--- config.mk ---
export PLATFORM = sky130hd
export DESIGN_NAME = uart_tx_fifo
export DESIGN_NICKNAME = d
export VERILOG_FILES = /design/src/rtl/uart_tx_fifo.sv
export SDC_FILE = /design/constraint.sdc
export NUM_CORES = 1
export LEC_CHECK = 0
export ABC_AREA = 1
export ABC_CLOCK_PERIOD_IN_PS = 2000
export BUFFER_PORTS_ARGS = -buffer_cell sky130_fd_sc_hd__buf_2
export CAP_MARGIN = 5
export CORE_ASPECT_RATIO = 0.8
export CORE_MARGIN = 2
export CORE_UTILIZATION = 55
export DETAILED_ROUTE_END_ITERATION = 10
export MAX_ROUTING_LAYER = met4
export PLACE_DENSITY = 0.75
export SKIP_LAST_GASP = 1
export SYNTH_ARGS = -nofsm -noshare
export SYNTH_HDL_FRONTEND = slang
export SYNTH_SLANG_ARGS = --single-unit
--- constraint.sdc ---
create_clock -name clk_i -period 2 [get_ports clk_i]
set_clock_uncertainty 0.1 [all_clocks]
set_input_delay 0.3 -clock clk_i [delete_from_list [all_inputs] [get_ports clk_i]]
set_output_delay 0.3 -clock clk_i [all_outputs]
set_load 0.01 [all_outputs]
--- src/rtl/uart_tx_fifo.sv ---
// uart_tx_fifo: buffered UART transmitter with a TX FIFO and per-frame
// configuration (5-8 data bits, none/even/odd parity, 1 or 2 stop bits).
// Each bit lasts 16 oversample ticks, and one tick occurs every div+1 clocks.
module uart_tx_fifo #(
    parameter int DIV_W      = 11,
    parameter int FIFO_DEPTH = 16,
    parameter int LVL_W      = $clog2(FIFO_DEPTH) + 1
) (
    input  logic             clk_i,
    input  logic             rst_i,
    input  logic [DIV_W-1:0] div_i,
    input  logic [1:0]       data_bits_i,
    input  logic [1:0]       parity_i,
    input  logic             stop2_i,
    input  logic             wr_en_i,
    input  logic [7:0]       data_i,
    output logic             full_o,
    output logic             empty_o,
    output logic [LVL_W-1:0] level_o,
    output logic             overflow_o,
    output logic             busy_o,
    output logic             tx_idle_o,
    output logic             tx_done_o,
    output logic             tx_o
);

    localparam int PTR_W = $clog2(FIFO_DEPTH);
    localparam logic [LVL_W-1:0] FULL_LVL = LVL_W'(FIFO_DEPTH);

    typedef enum logic [2:0] {
        S_IDLE,
        S_START,
        S_DATA,
        S_PARITY,
        S_STOP
    } state_t;

    logic [7:0]       r_mem [FIFO_DEPTH];
    logic [PTR_W-1:0] r_wrPtr;
    logic [PTR_W-1:0] r_rdPtr;
    logic [LVL_W-1:0] r_level;
    logic             r_full;
    logic             r_empty;
    logic             r_overflow;

    state_t           r_state;
    state_t           w_nextState;
    logic [DIV_W-1:0] r_div;
    logic [DIV_W-1:0] r_tickCnt;
    logic [4:0]       r_subCnt;
    logic [2:0]       r_bitCnt;
    logic [2:0]       r_lastBit;
    logic [7:0]       r_shift;
    logic             r_parEn;
    logic             r_parity;
    logic             r_stop2;
    logic             r_tx;
    logic             r_done;

    logic             w_push;
    logic             w_pop;
    logic             w_tick;
    logic             w_bitEnd;
    logic             w_txNext;
    logic [7:0]       w_shiftNext;
    logic [7:0]       w_head;
    logic [7:0]       w_mask;
    logic [LVL_W-1:0] w_levelNext;

    // The full check uses the registered flag, so a push while full is dropped
    // even if a pop happens on the same edge.
    assign w_push   = wr_en_i && !r_full;
    assign w_head   = r_mem[r_rdPtr];
    assign w_mask   = 8'hFF >> (2'd3 - data_bits_i);
    assign w_tick   = (r_state != S_IDLE) && (r_tickCnt == r_div);
    assign w_bitEnd = w_tick &&
                      (r_subCnt == ((r_state == S_STOP && r_stop2) ? 5'd31 : 5'd15));

    // Compute the next occupancy, so that level, full and empty are all
    // registered from the same value.
    always_comb begin
        w_levelNext = r_level;
        if (w_push && !w_pop) begin
            w_levelNext = r_level + LVL_W'(1);
        end else if (!w_push && w_pop) begin
            w_levelNext = r_level - LVL_W'(1);
        end
    end

    // FIFO storage. It has no reset, because the pointers define which
    // entries are valid.
    always_ff @(posedge clk_i) begin
        if (w_push) begin
            r_mem[r_wrPtr] <= data_i;
        end
    end

    // FIFO pointers, status flags and the sticky overflow flag.
    always_ff @(posedge clk_i or posedge rst_i) begin
        if (rst_i) begin
            r_wrPtr    <= '0;
            r_rdPtr    <= '0;
            r_level    <= '0;
            r_full     <= 1'b0;
            r_empty    <= 1'b1;
            r_overflow <= 1'b0;
        end else begin
            if (w_push) begin
                r_wrPtr <= r_wrPtr + PTR_W'(1);
            end
            if (w_pop) begin
                r_rdPtr <= r_rdPtr + PTR_W'(1);
            end
            r_level <= w_levelNext;
            r_full  <= (w_levelNext == FULL_LVL);
            r_empty <= (w_levelNext == '0);
            if (wr_en_i && r_full) begin
                r_overflow <= 1'b1;
            end
        end
    end

    // Next-state and pop decision. A new frame is popped from IDLE, or
    // directly at the end of STOP so that back-to-back frames have no gap.
    always_comb begin
        w_nextState = r_state;
        w_pop       = 1'b0;
        case (r_state)
            S_IDLE: begin
                if (!r_empty) begin
                    w_pop       = 1'b1;
                    w_nextState = S_START;
                end
            end
            S_START: begin
                if (w_bitEnd) begin
                    w_nextState = S_DATA;
                end
            end
            S_DATA: begin
                if (w_bitEnd && r_bitCnt == r_lastBit) begin
                    w_nextState = r_parEn ? S_PARITY : S_STOP;
                end
            end
            S_PARITY: begin
                if (w_bitEnd) begin
                    w_nextState = S_STOP;
                end
            end
            S_STOP: begin
                if (w_bitEnd) begin
                    if (!r_empty) begin
                        w_pop       = 1'b1;
                        w_nextState = S_START;
                    end else begin
                        w_nextState = S_IDLE;
                    end
                end
            end
            default: w_nextState = S_IDLE;
        endcase
    end

    // Shift-register update and the line level for the next state. The line
    // is registered so that the pin never glitches on state changes.
    always_comb begin
        w_shiftNext = r_shift;
        w_txNext    = 1'b1;
        if (w_pop) begin
            w_shiftNext = w_head;
        end else if (r_state == S_DATA && w_bitEnd) begin
            w_shiftNext = r_shift >> 1;
        end
        case (w_nextState)
            S_START:  w_txNext = 1'b0;
            S_DATA:   w_txNext = w_shiftNext[0];
            S_PARITY: w_txNext = r_parity;
            default:  w_txNext = 1'b1;
        endcase
    end

    // State register, baud/bit counters and frame configuration. The
    // configuration is latched on each pop, so mid-frame input changes only
    // affect later frames.
    always_ff @(posedge clk_i or posedge rst_i) begin
        if (rst_i) begin
            r_state   <= S_IDLE;
            r_tx      <= 1'b1;
            r_done    <= 1'b0;
            r_tickCnt <= '0;
            r_subCnt  <= '0;
            r_bitCnt  <= '0;
            r_shift   <= '0;
            r_div     <= '0;
            r_lastBit <= '0;
            r_parEn   <= 1'b0;
            r_parity  <= 1'b0;
            r_stop2   <= 1'b0;
        end else begin
            r_state <= w_nextState;
            r_tx    <= w_txNext;
            r_shift <= w_shiftNext;
            r_done  <= (r_state == S_STOP) && w_bitEnd;
            if (r_state == S_IDLE || w_tick) begin
                r_tickCnt <= '0;
            end else begin
                r_tickCnt <= r_tickCnt + DIV_W'(1);
            end
            if (r_state == S_IDLE || w_bitEnd) begin
                r_subCnt <= '0;
            end else if (w_tick) begin
                r_subCnt <= r_subCnt + 5'd1;
            end
            if (r_state != S_DATA) begin
                r_bitCnt <= '0;
            end else if (w_bitEnd) begin
                r_bitCnt <= r_bitCnt + 3'd1;
            end
            if (w_pop) begin
                r_div     <= div_i;
                r_lastBit <= 3'd4 + {1'b0, data_bits_i};
                r_parEn   <= (parity_i == 2'b01) || (parity_i == 2'b10);
                r_parity  <= (^(w_head & w_mask)) ^ (parity_i == 2'b10);
                r_stop2   <= stop2_i;
            end
        end
    end

    assign full_o     = r_full;
    assign empty_o    = r_empty;
    assign level_o    = r_level;
    assign overflow_o = r_overflow;
    assign busy_o     = (r_state != S_IDLE);
    assign tx_idle_o  = (r_state == S_IDLE) && r_empty;
    assign tx_done_o  = r_done;
    assign tx_o       = r_tx;

endmodule

==> impl_metrics.csv <==
group,metric,value,unit
placement,gp_congestion,0.8661,
timing,setup_viol,35,
clock_network,clkLatencyLatePin,450,ps
pwr,powerDensity,863.8,nW/µm²
detailed_routing,vias,7157,
timing,finalCriticalPeriod,2313,ps
timing,tns,-2635,ps
synth,synth_area_per_cell,9.863,µm²
worst_setup_path,regToRegSetupSlack,-310,ps
detailed_routing,ant_nets,0,
timing,slew-limit-headroom,68.71,%
worst_setup_path,end_kind,"flip-flop",
final_layout,final_common_cell,"nand2_1",
floorplan,ios,39,
global_route,grt-ovfl-total,0,
synth,syn-cell-area,8611,µm²
global_route,grt_max_degree,66,
detailed_routing,wl_per_cell,19.34,µm
worst_setup_path,slowest_delay,520,ps
floorplan,start_util,56.78,%
clock_network,h-tree-depth,4,
detailed_routing,via_per_inst,5.605,
clock_network,cts_buffers,17,
worst_setup_path,crit_family,"simple AND/OR/NAND/NOR gates",
timing,fmax,432.4,MHz
detailed_routing,drc_errors,0,
final_layout,drive_above_1_share,30.77,%
flow_run,drv_cap,0,
pwr,switching_share,28.90,%
worst_setup_path,start_kind,"flip-flop",
worst_setup_path,critPathMaxFanout,6,
placement,dp_hpwl,13440,µm
synth,yosysSeqAreaShare,63.56,%
synth,syn_nets,911,
detailed_routing,dr.pass1.iters,5,
pwr,power,0.009944,W
hold_path,worst_hold_path_type,"in -> reg",
pwr,seqPwrFrac,49.9,%
clock_network,clk_pin_slew,70,ps
floorplan,core-area,15160,µm²
global_route,grt_pass1_vias,6470,
final_layout,area_growth,33.68,%
final_layout,fillers,860,
global_route,antenna_found_initial,0,
synth,synth.ff_latch_count,193,
clock_network,cts.sinks,193,
timing,period_share,115.6,%
floorplan,die_x,143.9,µm
global_route,grt_pass1_wl,33580,µm
final_layout,fin_util,75.91,%
clock_network,cts_tree,"built",
timing,slew_violations,0,
timing,hold_viol,0,
floorplan,die_y,115.9,µm
detailed_routing,routed_wl,24700,µm
final_layout,final_net_count,1091,
worst_setup_path,cp.buffers_inverters,4,
final_layout,multi_input_area,3129,µm²
pwr,switchingPower,0.002873,W
pwr,max-vdd-ir-drop,0.0007181,V
placement,io_buffers,38,
floorplan,rows,40,
final_layout,layout_common_cells,"205 x nand2_1, 128 x edfxtp_1, 93 x buf_4, 87 x nor2_1, 67 x inv_1",
synth,ys_types,34,
pwr,p_int,0.007070,W
placement,dp_cells,1192,
synth,synth_warnings,0,
worst_setup_path,critPathKind,"reg -> reg",
synth,syn_inst,873,
worst_setup_path,crit_chain,"inv_8, buf_12, buf_12, o21ai_1, nand3_1, nand2_1, nand2_2, clkinv_2, nand2_2, nand2_2, xor2_1, nand2_1, nand3_1, nand2_1",
worst_setup_path,critPathRequiredTime,2230,ps
timing,tightest_slew,465.8,ps
clock_network,clockRootBuffer,"clkbuf_16",
global_route,grt.total_usage,28.23,%
timing,finalWorstSetupSlack,-312.9,ps
final_layout,seq_area,5474,µm²
clock_network,clockBufferDepth,2,
pwr,clock_power_share,32.9,%
final_layout,stdcell_count,1277,
outcome,outcome,"complete, but fails checks",
floorplan,die_area,16680,µm²
pwr,p_leak,4.977,nW
worst_setup_path,cp.arrival,2540,ps
detailed_routing,drtIter0Drc,861,
pwr,p_comb_share,17.2,%
timing,grt_setup_unrepaired,"true",
outcome,failed_checks,"setup timing",
worst_setup_path,cp_slowest_cell,"dfrtp_2",
[routing by layer]
layer	track usage [%]	wire [µm]	vias up	share of wire [%]
met1	38.30	9887	3435	40
met4	9.150	788	0	3.2
met3	5.744	2033	80	8.2
met2	43.37	11990	387	49
met5	-	0	-	0
li1	-	-	3255	-
[power by group through the flow]
stage | combinational [W] | clock (W) | sequential [W]
floorplan | 0.000864 | 0 | 0.00499
global placement | 0.00146 | 0 | 0.00500
detailed placement | 0.00150 | 0 | 0.00502
CTS | 0.00156 | 0.00326 | 0.00494
global route | 0.00188 | 0.00346 | 0.00499
finish | 0.00171 | 0.00327 | 0.00496
[logic make-up (layout without fill, tap and decap cells)]
family                     Yosys count  after routing  share of synthesized area [%]
DFF                                193            193                          63.56
other                                0              1                              0
xor gates and xnor gates            23             23                          2.340
adders and majority gates           11             11                          1.598
AOI/OAI and AO/OA                  110            110                          6.757
and+or+nand+nor                    425            425                          20.44
buffers and inverters              111            304                          5.304
[final timing paths]
kind | depth (start not counted) | startpoint | end
max in group asynchronous | 4 | rst_i | empty_o
max reg2reg | 14 | r_rdPtr[0] | r_parity
min in group asynchronous | 4 | rst_i | r_parEn
max | 14 | r_rdPtr[0] | r_parity
min | 3 | data_bits_i[0] | r_lastBit[0]
min reg2reg | 2 | r_shift[5] | r_shift[5]
[flip-flops by register name, indices dropped and copies added (netlist names)]
register    flops
r_mem         128
r_div          11
r_tickCnt      11
r_shift         8
level_o         5
r_subCnt        5
r_rdPtr         4
r_wrPtr         4
r_bitCnt        3
r_lastBit       3
r_state         3
empty_o         1
full_o          1
overflow_o      1
r_parEn         1
r_parity        1
r_stop2         1
tx_done_o       1
tx_o            1
[area by class of cell]
| type | instances | area share (%) |
|---|---|---|
| inverters | 84 | 3.043 |
| multi-input cells | 569 | 27.18 |
| repair buffers | 188 | 15.09 |
| diodes | 1 | 0.02174 |
| clock inverters | 11 | 0.8261 |
| clock buffers | 21 | 4.000 |
| well taps | 210 | 2.283 |
| flip-flops and latches | 193 | 47.55 |
[what timing repair did]
item | CTS | global route
buffers inserted | 11 | 25
gates resized for setup | 74 | 122
hold buffers | 14 | 0
endpoints found under the setup margin | 31 | 46
pin swaps | 32 | 45
gates cloned | 3 | 3
hold endpoints to repair | 76 | 0
[worst register-to-register path: stages, from the launching register on]
cell and delay [ps]:
dfrtp_2 520, inv_8 100, buf_12 160, buf_12 120, o21ai_1 250, nand3_1 140, nand2_1 110, nand2_2 80
clkinv_2 70, nand2_2 60, nand2_2 70, xor2_1 190, nand2_1 80, nand3_1 70, nand2_1 70
[per-stage QoR]
stage          area, µm²  hold slack, ps  setup slack [ps]
2_1_floorplan       8615           298.9             7.592
3_3_place_gp        9801           320.9            -112.3
6_report           11510           80.29            -312.9
5_1_grt            11510           79.42            -394.3
4_1_cts            10870           45.97            -107.7
3_5_place_dp        9801           324.4            -146.2
[Yosys cell counts]
cell type | number | share of area (%)
a21o_1 | 1 | 0.087
a21oi_1 | 41 | 2.4
a31oi_1 | 2 | 0.15
buf_2 | 17 | 0.99
buf_4 | 5 | 0.44
clkbuf_1 | 5 | 0.22
clkinv_1 | 3 | 0.13
dfrtp_1 | 63 | 18
dfstp_2 | 2 | 0.61
edfxtp_1 | 128 | 45
ha_1 | 11 | 1.6
inv_1 | 76 | 3.3
inv_2 | 5 | 0.22
nand2_1 | 236 | 10
nand2_2 | 2 | 0.15
nand2_4 | 2 | 0.26
nand3_1 | 53 | 3.1
nand3_2 | 1 | 0.12
nand3_4 | 1 | 0.20
nand3b_1 | 1 | 0.087
nand4_1 | 7 | 0.51
nor2_1 | 104 | 4.5
nor2_2 | 5 | 0.36
nor3_1 | 8 | 0.46
nor3b_1 | 2 | 0.17
nor4_1 | 1 | 0.073
o211ai_1 | 6 | 0.52
o21ai_0 | 53 | 3.1
o21ai_1 | 2 | 0.12
o22ai_1 | 3 | 0.22
o2bb2ai_1 | 2 | 0.20
or2_2 | 2 | 0.15
xnor2_1 | 8 | 0.81
xor2_1 | 15 | 1.5
Power figures use the tool's default switching activity.
